[src/rtl/lsu_pkg.sv]
// Shared constants and types for the load/store unit: funct3 encodings, FSM states, bus request payload.
package lsu_pkg;

    localparam int unsigned XLEN = 32;
    localparam int unsigned BE_W = XLEN / 8;

    localparam logic [2:0] F3_LB  = 3'd0;
    localparam logic [2:0] F3_LH  = 3'd1;
    localparam logic [2:0] F3_LW  = 3'd2;
    localparam logic [2:0] F3_LBU = 3'd4;
    localparam logic [2:0] F3_LHU = 3'd5;
    localparam logic [2:0] F3_SB  = 3'd0;
    localparam logic [2:0] F3_SH  = 3'd1;
    localparam logic [2:0] F3_SW  = 3'd2;

    // Access size lives in funct3[1:0]; funct3[2] selects unsigned loads
    localparam logic [1:0] SZ_BYTE = 2'd0;
    localparam logic [1:0] SZ_HALF = 2'd1;

    localparam logic [1:0] ST_IDLE = 2'd0;
    localparam logic [1:0] ST_REQ  = 2'd1;
    localparam logic [1:0] ST_RSP  = 2'd2;
    localparam logic [1:0] ST_DONE = 2'd3;

    typedef struct packed {
        logic            we;
        logic [XLEN-1:0] addr;
        logic [BE_W-1:0] be;
        logic [XLEN-1:0] wdata;
    } lsu_bus_req_t;

endpackage

[src/rtl/lsu_lane_align.sv]
// Byte-lane steering for stores (byte enables, replicated data) and load sign/zero extension.
module lsu_lane_align
    import lsu_pkg::*;
(
    input  logic [2:0]      funct3,
    input  logic [1:0]      addr_lo,
    input  logic            we,
    input  logic [XLEN-1:0] wdata,
    input  logic [XLEN-1:0] rdata,
    output logic [BE_W-1:0] be_c,
    output logic [XLEN-1:0] wdata_c,
    output logic [XLEN-1:0] rdata_c
);

    // Store path: reads always fetch the full word
    always_comb begin
        be_c    = 4'b1111;
        wdata_c = wdata;
        if (we) begin
            case (funct3[1:0])
                SZ_BYTE: begin
                    be_c    = 4'b0001 << addr_lo;
                    wdata_c = {4{wdata[7:0]}};
                end
                SZ_HALF: begin
                    be_c    = addr_lo[1] ? 4'b1100 : 4'b0011;
                    wdata_c = {2{wdata[15:0]}};
                end
                default: ;
            endcase
        end
    end

    // Load path: addr_lo[0] is ignored for halves, so misaligned halves are force-aligned
    always_comb begin
        logic [7:0]  byte_v;
        logic [15:0] half_v;
        byte_v  = rdata[{addr_lo, 3'b000} +: 8];
        half_v  = addr_lo[1] ? rdata[31:16] : rdata[15:0];
        rdata_c = rdata;
        case (funct3)
            F3_LB:   rdata_c = {{24{byte_v[7]}}, byte_v};
            F3_LH:   rdata_c = {{16{half_v[15]}}, half_v};
            F3_LBU:  rdata_c = {24'h000000, byte_v};
            F3_LHU:  rdata_c = {16'h0000, half_v};
            default: rdata_c = rdata;
        endcase
    end

endmodule

[src/rtl/load_store_unit.sv]
// MEM-stage load/store unit: one valid/ready bus transaction per access, stall until complete.
// Optional LSU_MISALIGN_TRAP_EN: trap misaligned accesses instead of force-aligning them.
module load_store_unit
    import lsu_pkg::*;
#(
    parameter int unsigned RSP_TIMEOUT = 255
) (
    input  logic        clk,
    input  logic        rst_n,
    input  logic        req_read,
    input  logic        req_write,
    input  logic [2:0]  req_funct3,
    input  logic [31:0] req_addr,
    input  logic [31:0] req_wdata,
    output logic        stall,
    output logic [31:0] load_data,
    output logic        bus_err,
    output logic        misalign_err,
    output logic        bus_req_valid,
    input  logic        bus_req_ready,
    output logic        bus_req_we,
    output logic [31:0] bus_req_addr,
    output logic [3:0]  bus_req_be,
    output logic [31:0] bus_req_wdata,
    input  logic        bus_rsp_valid,
    input  logic [31:0] bus_rsp_rdata
);

    localparam int unsigned CNT_W = (RSP_TIMEOUT == 0) ? 1 : $clog2(RSP_TIMEOUT + 1);
    localparam logic [CNT_W-1:0] CNT_MAX =
        (RSP_TIMEOUT == 0) ? {CNT_W{1'b1}} : CNT_W'(RSP_TIMEOUT);

    logic [1:0]       state_q, state_nxt;
    lsu_bus_req_t     req_q;
    logic             valid_q;
    logic [2:0]       lat_funct3;
    logic [1:0]       lat_addr_lo;
    logic [CNT_W-1:0] rsp_cnt;
    logic [31:0]      load_data_q;
    logic             bus_err_q;

    logic             access_c;
    logic             misalign_c;
    logic             timeout_c;
    logic [2:0]       align_funct3;
    logic [1:0]       align_addr_lo;
    logic [3:0]       align_be;
    logic [31:0]      align_wdata;
    logic [31:0]      align_rdata;

    assign access_c  = req_read | req_write;
    assign timeout_c = (RSP_TIMEOUT != 0) && (rsp_cnt == CNT_W'(RSP_TIMEOUT - 1));

`ifdef LSU_MISALIGN_TRAP_EN
    logic misalign_q;

    assign misalign_c = ((req_funct3[1:0] == SZ_HALF) && req_addr[0]) ||
                        ((req_funct3 == F3_LW) && (req_addr[1:0] != 2'b00));

    always_ff @(posedge clk or negedge rst_n) begin
        if (!rst_n) misalign_q <= 1'b0;
        else        misalign_q <= (state_q == ST_IDLE) && access_c && misalign_c;
    end

    assign misalign_err = misalign_q;
`else
    assign misalign_c   = 1'b0;
    assign misalign_err = 1'b0;
`endif

    // Store lanes come from the live request in IDLE; load extraction uses the latched request
    assign align_funct3  = (state_q == ST_IDLE) ? req_funct3    : lat_funct3;
    assign align_addr_lo = (state_q == ST_IDLE) ? req_addr[1:0] : lat_addr_lo;

    lsu_lane_align u_lane_align (
        .funct3  (align_funct3),
        .addr_lo (align_addr_lo),
        .we      (req_write),
        .wdata   (req_wdata),
        .rdata   (bus_rsp_rdata),
        .be_c    (align_be),
        .wdata_c (align_wdata),
        .rdata_c (align_rdata)
    );

    always_ff @(posedge clk or negedge rst_n) begin
        if (!rst_n) state_q <= ST_IDLE;
        else        state_q <= state_nxt;
    end

    always_comb begin
        state_nxt = state_q;
        stall     = 1'b0;
        case (state_q)
            ST_IDLE: begin
                if (access_c) begin
                    stall     = 1'b1;
                    state_nxt = misalign_c ? ST_DONE : ST_REQ;
                end
            end
            ST_REQ: begin
                stall = 1'b1;
                if (bus_req_ready) state_nxt = ST_RSP;
            end
            ST_RSP: begin
                stall = 1'b1;
                if (bus_rsp_valid || timeout_c) state_nxt = ST_DONE;
            end
            ST_DONE:  state_nxt = ST_IDLE;
            default:  state_nxt = ST_IDLE;
        endcase
    end

    // Request latch, bus request register, load result and timeout pulse
    always_ff @(posedge clk or negedge rst_n) begin
        if (!rst_n) begin
            req_q       <= '0;
            valid_q     <= 1'b0;
            lat_funct3  <= 3'd0;
            lat_addr_lo <= 2'd0;
            load_data_q <= 32'd0;
            bus_err_q   <= 1'b0;
        end else begin
            bus_err_q <= 1'b0;
            if ((state_q == ST_IDLE) && access_c) begin
                lat_funct3  <= req_funct3;
                lat_addr_lo <= req_addr[1:0];
                if (misalign_c) begin
                    load_data_q <= 32'd0;
                end else begin
                    req_q.we    <= req_write;
                    req_q.addr  <= {req_addr[31:2], 2'b00};
                    req_q.be    <= align_be;
                    req_q.wdata <= align_wdata;
                    valid_q     <= 1'b1;
                end
            end
            if ((state_q == ST_REQ) && bus_req_ready) valid_q <= 1'b0;
            if (state_q == ST_RSP) begin
                if (bus_rsp_valid) begin
                    if (!req_q.we) load_data_q <= align_rdata;
                end else if (timeout_c) begin
                    bus_err_q   <= 1'b1;
                    load_data_q <= 32'd0;
                end
            end
        end
    end

    // Response wait counter: cleared outside RSP, saturating inside
    always_ff @(posedge clk or negedge rst_n) begin
        if (!rst_n)                 rsp_cnt <= '0;
        else if (state_q != ST_RSP) rsp_cnt <= '0;
        else if (rsp_cnt != CNT_MAX) rsp_cnt <= rsp_cnt + CNT_W'(1);
    end

    assign load_data     = load_data_q;
    assign bus_err       = bus_err_q;
    assign bus_req_valid = valid_q;
    assign bus_req_we    = req_q.we;
    assign bus_req_addr  = req_q.addr;
    assign bus_req_be    = req_q.be;
    assign bus_req_wdata = req_q.wdata;

endmodule

[config.mk]
export PLATFORM = sky130hd
export DESIGN_NAME = load_store_unit
export DESIGN_NICKNAME = d
export VERILOG_FILES = /design/src/rtl/lsu_pkg.sv /design/src/rtl/lsu_lane_align.sv /design/src/rtl/load_store_unit.sv
export SDC_FILE = /design/constraint.sdc
export NUM_CORES = 1
export LEC_CHECK = 0
export ABC_AREA = 1
export CORE_MARGIN = 1.5
export CORE_UTILIZATION = 45
export CTS_BUF_LIST = sky130_fd_sc_hd__clkbuf_16
export CTS_CLUSTER_DIAMETER = 30
export DETAILED_ROUTE_END_ITERATION = 16
export HOLD_SLACK_MARGIN = 0.03
export PLACE_DENSITY = 0.92
export SYNTH_ARGS = -nofsm -noshare
export SYNTH_HDL_FRONTEND = slang
export SYNTH_SLANG_ARGS = --single-unit
[constraint.sdc]
create_clock -name clk -period 2.1 [get_ports clk]
set_input_delay 0.21 -clock clk [delete_from_list [all_inputs] [get_ports clk]]
set_output_delay 0.21 -clock clk [all_outputs]
set_load 0.01 [all_outputs]
# Yosys cells after proc, flatten, opt, wreduce, memory -nomap -nowiden
# Cells that the tools add are included.
# op_classes
shift,2
add_sub_neg,1
n_reduce_logical,12
n_eq_ne,14
bitwise_logic,1
n_mux,25
# ops
op,n
two-way mux 32 bit,4
one-hot mux 32 bit (4 select lines),1
one-hot mux 32 bit (2 select lines),1
indexed part select 32 x 6 -> 8 bit,1
two-way mux 16 bit,1
two-way mux 8 bit,2
"inequality test 2 bit, second input constant",5
"adder 8 x 1 -> 8 bit, second input constant",1
"== test 8 bit, second input constant",1
two-way mux 2 bit,4
two-way mux 4 bit,2
"inequality test 8 bit, second input constant",1
one-hot mux 2 bit (4 select lines),1
one-hot mux 4 bit (2 select lines),1
"== test 3 bit, second input constant",2
two-way mux 1 bit,6
AND reduction 3 bit,2
nonzero test 2 bit,3
"== test 2 x 1 -> 1 bit, second input constant",2
"== test 2 bit, second input constant",2
zero test 2 bit,2
"<< shifter 1 x 2 -> 4 bit, first input constant",1
"== test 3 x 1 -> 1 bit, second input constant",1
zero test 3 bit,1
other kinds (6),7
# totals
wordCells,66
in_bits,105
ff_bits,116
output_inout_bits,105

# Logic depth before layout (Yosys ltp)
# depth
word_depth,6
mapped_depth,13
depth_no_buf,12

# By module
# A second synthesis with hierarchy kept.
# hier_totals
hier_cells,826
hier_area_um2,6188.4
# modules_own_cells
mod,area_per_inst_um2,seq_area_each_um2,n_inst,cells_each
load_store_unit,4845.9,2902.8,1,565
lsu_lane_align,1342.5,0.0,1,261

# Worst setup path before layout
# OpenSTA, ideal clock, no wires.
# synth_timing
kind,flip-flop to output port
from,register state_q[0]
to,output stall
n_path_buf,2
arrival_ns,1.611
required_time_ns,1.890
stages_incl_launch_ff,9
slack_ns,0.279
cell_sequence,dfrtp_1 -> inv_1 -> ha_1 -> buf_6 -> nand2_1 -> clkinv_1 -> clkbuf_1 -> nor2_1 -> nor2_1
# synth_between
elab_chain_len,3
word_cells_on_any_way,5
cone_classes,eq/ne (2); mux (1); reduce/logical (2)
# synth_lines
item,line,source
"start, declared",load_store_unit.sv:33,"logic [1:0] state_q, state_nxt;"
"start signal, assigned",load_store_unit.sv:88,else state_q <= state_nxt;
== test 2 x 1 -> 1 bit / == test 2 bit (equally long branches),load_store_unit.sv:94,case (state_q)
OR reduction 2 bit (no line),--,
one-hot mux 1 bit (2 select lines) *,load_store_unit.sv:94,
"end, declared",load_store_unit.sv:15,"output logic stall,"
# Every way passes the cells marked *; elsewhere a longest branch is shown, timed or not.

# Worst setup path in the final report
# layout_timing
from,register state_q[1]
to,output stall
# Same word-level chain as after synthesis.

==> impl_results.md <==
- Worst Path Buf+Inv: 4
- H-tree depth: 4
- Nets: 1,038
- R2R Path End: bus_req_wdata[31]
- CP Data Arrival Time: 1.73 ns
- CTS tree: built
- Post-route ant nets: 0
- Die Wd: 114.9 um
- Critical path class: register to output port
- Largest net degree at the start of global routing: 82
- DRC: 0
- CP max-delay cell: dfrtp_1
- Clock Sinks: 116
- Leak pwr: 4.088 nW
- First-pass GRT wire length: 27,220 um
- Number of global-route vias before repair: 5,606
- TritonCTS Buffers: 17
- Synth area leaders: dfrtp_1 51%, nand2_1 18%, a21oi_1 5.0%
- RSZ-0062 raised after global routing: false
- Layout cell share with drive strength beyond 1: 8.511%
- Pre-Repair DR Iteration Count: 5
- Final WS setup: 0.1576 ns
- Crit path launch type: register
- Clk pin slew, worst setup/hold paths: 0.05 ns
- Cells after synthesis: 715
- Yosys top cell area share: 51.50%
- Power per Cell Area: 1600 nW/um2
- Fmax: 514.8 MHz
- Via density: 5.218
- Critical Path Sink Type: output port
- Synth Cell Area: 5637 um2
- Peak supply drop: 0.0009751 V
- Status: completed
- HP Class: input port to asynchronous set/reset pin
- Finished Core Util: 70.97%
- Die Y: 114.9 um
- # port buffers: 206
- Distinct cells, synth: 32
- Wire per inst: 15.68 um
- Yosys warnings: 0
- Fin Clk Skew: 0.008774 ns
- Max-Cap Viols: 0
- Peak fanout along the critical path: 5
- Clock root cell: clkbuf_16
- Clk Latency, worst-skew pair: 0.42 ns
- Req. time, crit path: 1.89 ns
- ANT cells: 0
- CTS Buffer Depth: 2
- Leading area contributor after synthesis: dfrtp_1
- FILL cells: 875
- Worst r2r src: state_q[1]
- CP cell instances: inv_1, ha_4, buf_4, nand2_2, inv_2, nor2_1, nor2_1, buf_2
- Area Growth Syn to Fin: 52.50%
- Cell family with most CP delay: buffers and inverters
- Via count: 5,782
- Fin crit share: 92.50%
- Iteration-0 DRC Markers: 526
- Worst R2R Path Depth: 10
- Grt total ovfl: 0
- RD Place Congestion: 0.8909
- Slowest stage delay, CP: 0.39 ns
- Die Area: 13,210 um2
- Syn Area/Cell: 7.883 um2
- DRT Wirelength: 17,370 um
- Final setup viols: 0
- Initial antenna violation count: 0
- Core Area: 12,110 um2
- Initial core utilization: 46.54%
- DP HPWL: 12,060 um
- Row Count: 40
- Ports: 210
- Slew Limit Fails: 0
- Hold slack: 0.2890 ns
- R2R Setup Slk: 0.19 ns
- Post-synthesis sequential area ratio: 51.50%
- Seq cells post-synth: 116
- Setup TNS Final: 0 ns
- Crit path time final: 1.942 ns
- GRT Overall Usage: 26.81%
- Post-place setup slack: 0.02993 ns
- Cell mode on critical path: nor2_1
- Hold Vio Cnt, Final: 0
## worst max-delay path by stage
stage	startpoint	to	cells past startpoint	slack [ns]
final	state_q[1]	stall	8	0.16
after global routing	state_q[1]	stall	8	0.04
after CTS	state_q[0]	stall	8	0.07
after detailed placement	req_write	stall	7	0.03
after global placement	req_write	stall	7	0.04
after floorplan	state_q[0]	stall	8	0.28
## flip-flops by register name, summed over array words and instances, names as in the netlist
signal         count
bus_req_valid      1
bus_req_be         4
bus_req_wdata     32
state_q            2
bus_err            1
lat_addr_lo        2
bus_req_addr      30
load_data         32
rsp_cnt            8
lat_funct3         3
bus_req_we         1
## stage by stage
| step | instance area [um2] | cells | total power [mW] |
|---|---|---|---|
| final | 8596 | 1108 | 13.75 |
| after detailed placement | 7945 | 1073 | 10.61 |
| after CTS | 8549 | 1106 | 13.66 |
| after floorplan | 5644 | 717 | 7.414 |
| after global placement | 7945 | 1073 | 10.42 |
| after global routing | 8596 | 1108 | 14.66 |
## where the power goes
part           total [mW]  internal (mW)  switching [mW]
registers            3.86           3.25           0.613
logic                6.94           3.17            3.77
clock network        2.95           1.95            1.00
total                13.8           8.36            5.39
## synthesized netlist by cell type (all sizes together)
cell type    n
inv         51
and2         2
o21ai       49
clkbuf      22
nand3       59
a31oi        3
nand2      274
clkinv       2
o21a         8
o31ai        1
or2          6
nor3         2
a211oi       3
buf         15
nor2        34
a21oi       56
dfrtp      116
conb         1
ha           6
o211ai       5
## layout by cell type (no fill, tap or decap), types with 2 or more instances in the layout
cell type and n:
and2_1 2, o21a_1 8, nand3_2 10, clkbuf_16 17, a21oi_1 56, nand2_1 268
nor3_1 2, a211oi_1 3, buf_4 15, o211ai_1 5, o21ai_0 42, nor2_1 33
or2_2 5, o21ai_1 6, bufinv_16 4, inv_1 49, clkinv_1 4, nand3_4 2
clkdlybuf4s50_1 204, conb_1 3, clkinv_2 6, nand3_1 48, dfrtp_1 116, clkinvlp_4 2
buf_12 5, a31oi_1 3, nand2_2 5, ha_1 5, inv_2 3
## metal layers
layer	share of wire (%)	vias to the layer above	global-route usage (%)	routed length, um
met4	3.3	0	11.36	569
li1	-	2709	-	-
met1	38	2720	30.90	6527
met5	0	-	0	0
met2	49	298	44.17	8447
met3	10	55	11.18	1823
## layout make-up
class,count,area (um2),area share (%)
clock buffers,17,425.4,4.949
clock inverters,15,171.4,1.994
inverters,53,203.9,2.373
multi-input cells,512,2401,27.93
flip-flops and latches,116,2903,33.77
well taps,168,210.2,2.445
repair buffers,227,2281,26.54
## worst reg2reg max path: cells and delay by family (launching register included)
family | cells | cell delay [ns]
AOI/OAI and AO/OA | 3 | 0.49
adders and majority gates | 1 | 0.16
buffers and inverters | 3 | 0.50
DFF | 1 | 0.39
and+or+nand+nor | 3 | 0.29
## cell families after synthesis
family                     Yosys count  share of synthesized area (%)
AOI/OAI and AO/OA                  125                          12.12
adders and majority gates            6                          1.332
buffers and inverters               90                          6.659
DFF                                116                          51.50
other                                1                        0.06653
and+or+nand+nor                    377                          28.32
## timing repair
| action | CTS | global route |
|---|---|---|
| resized for setup | 5 | 7 |
| gates cloned | 0 | 1 |
| setup buffers | 0 | 1 |
| pin swaps | 1 | 2 |
| hold endpoints to repair | 31 | 0 |
| hold buffers | 1 | 0 |
| setup endpoints to repair | 1 | 27 |
No activity file was read; power rests on OpenSTA's default activity.
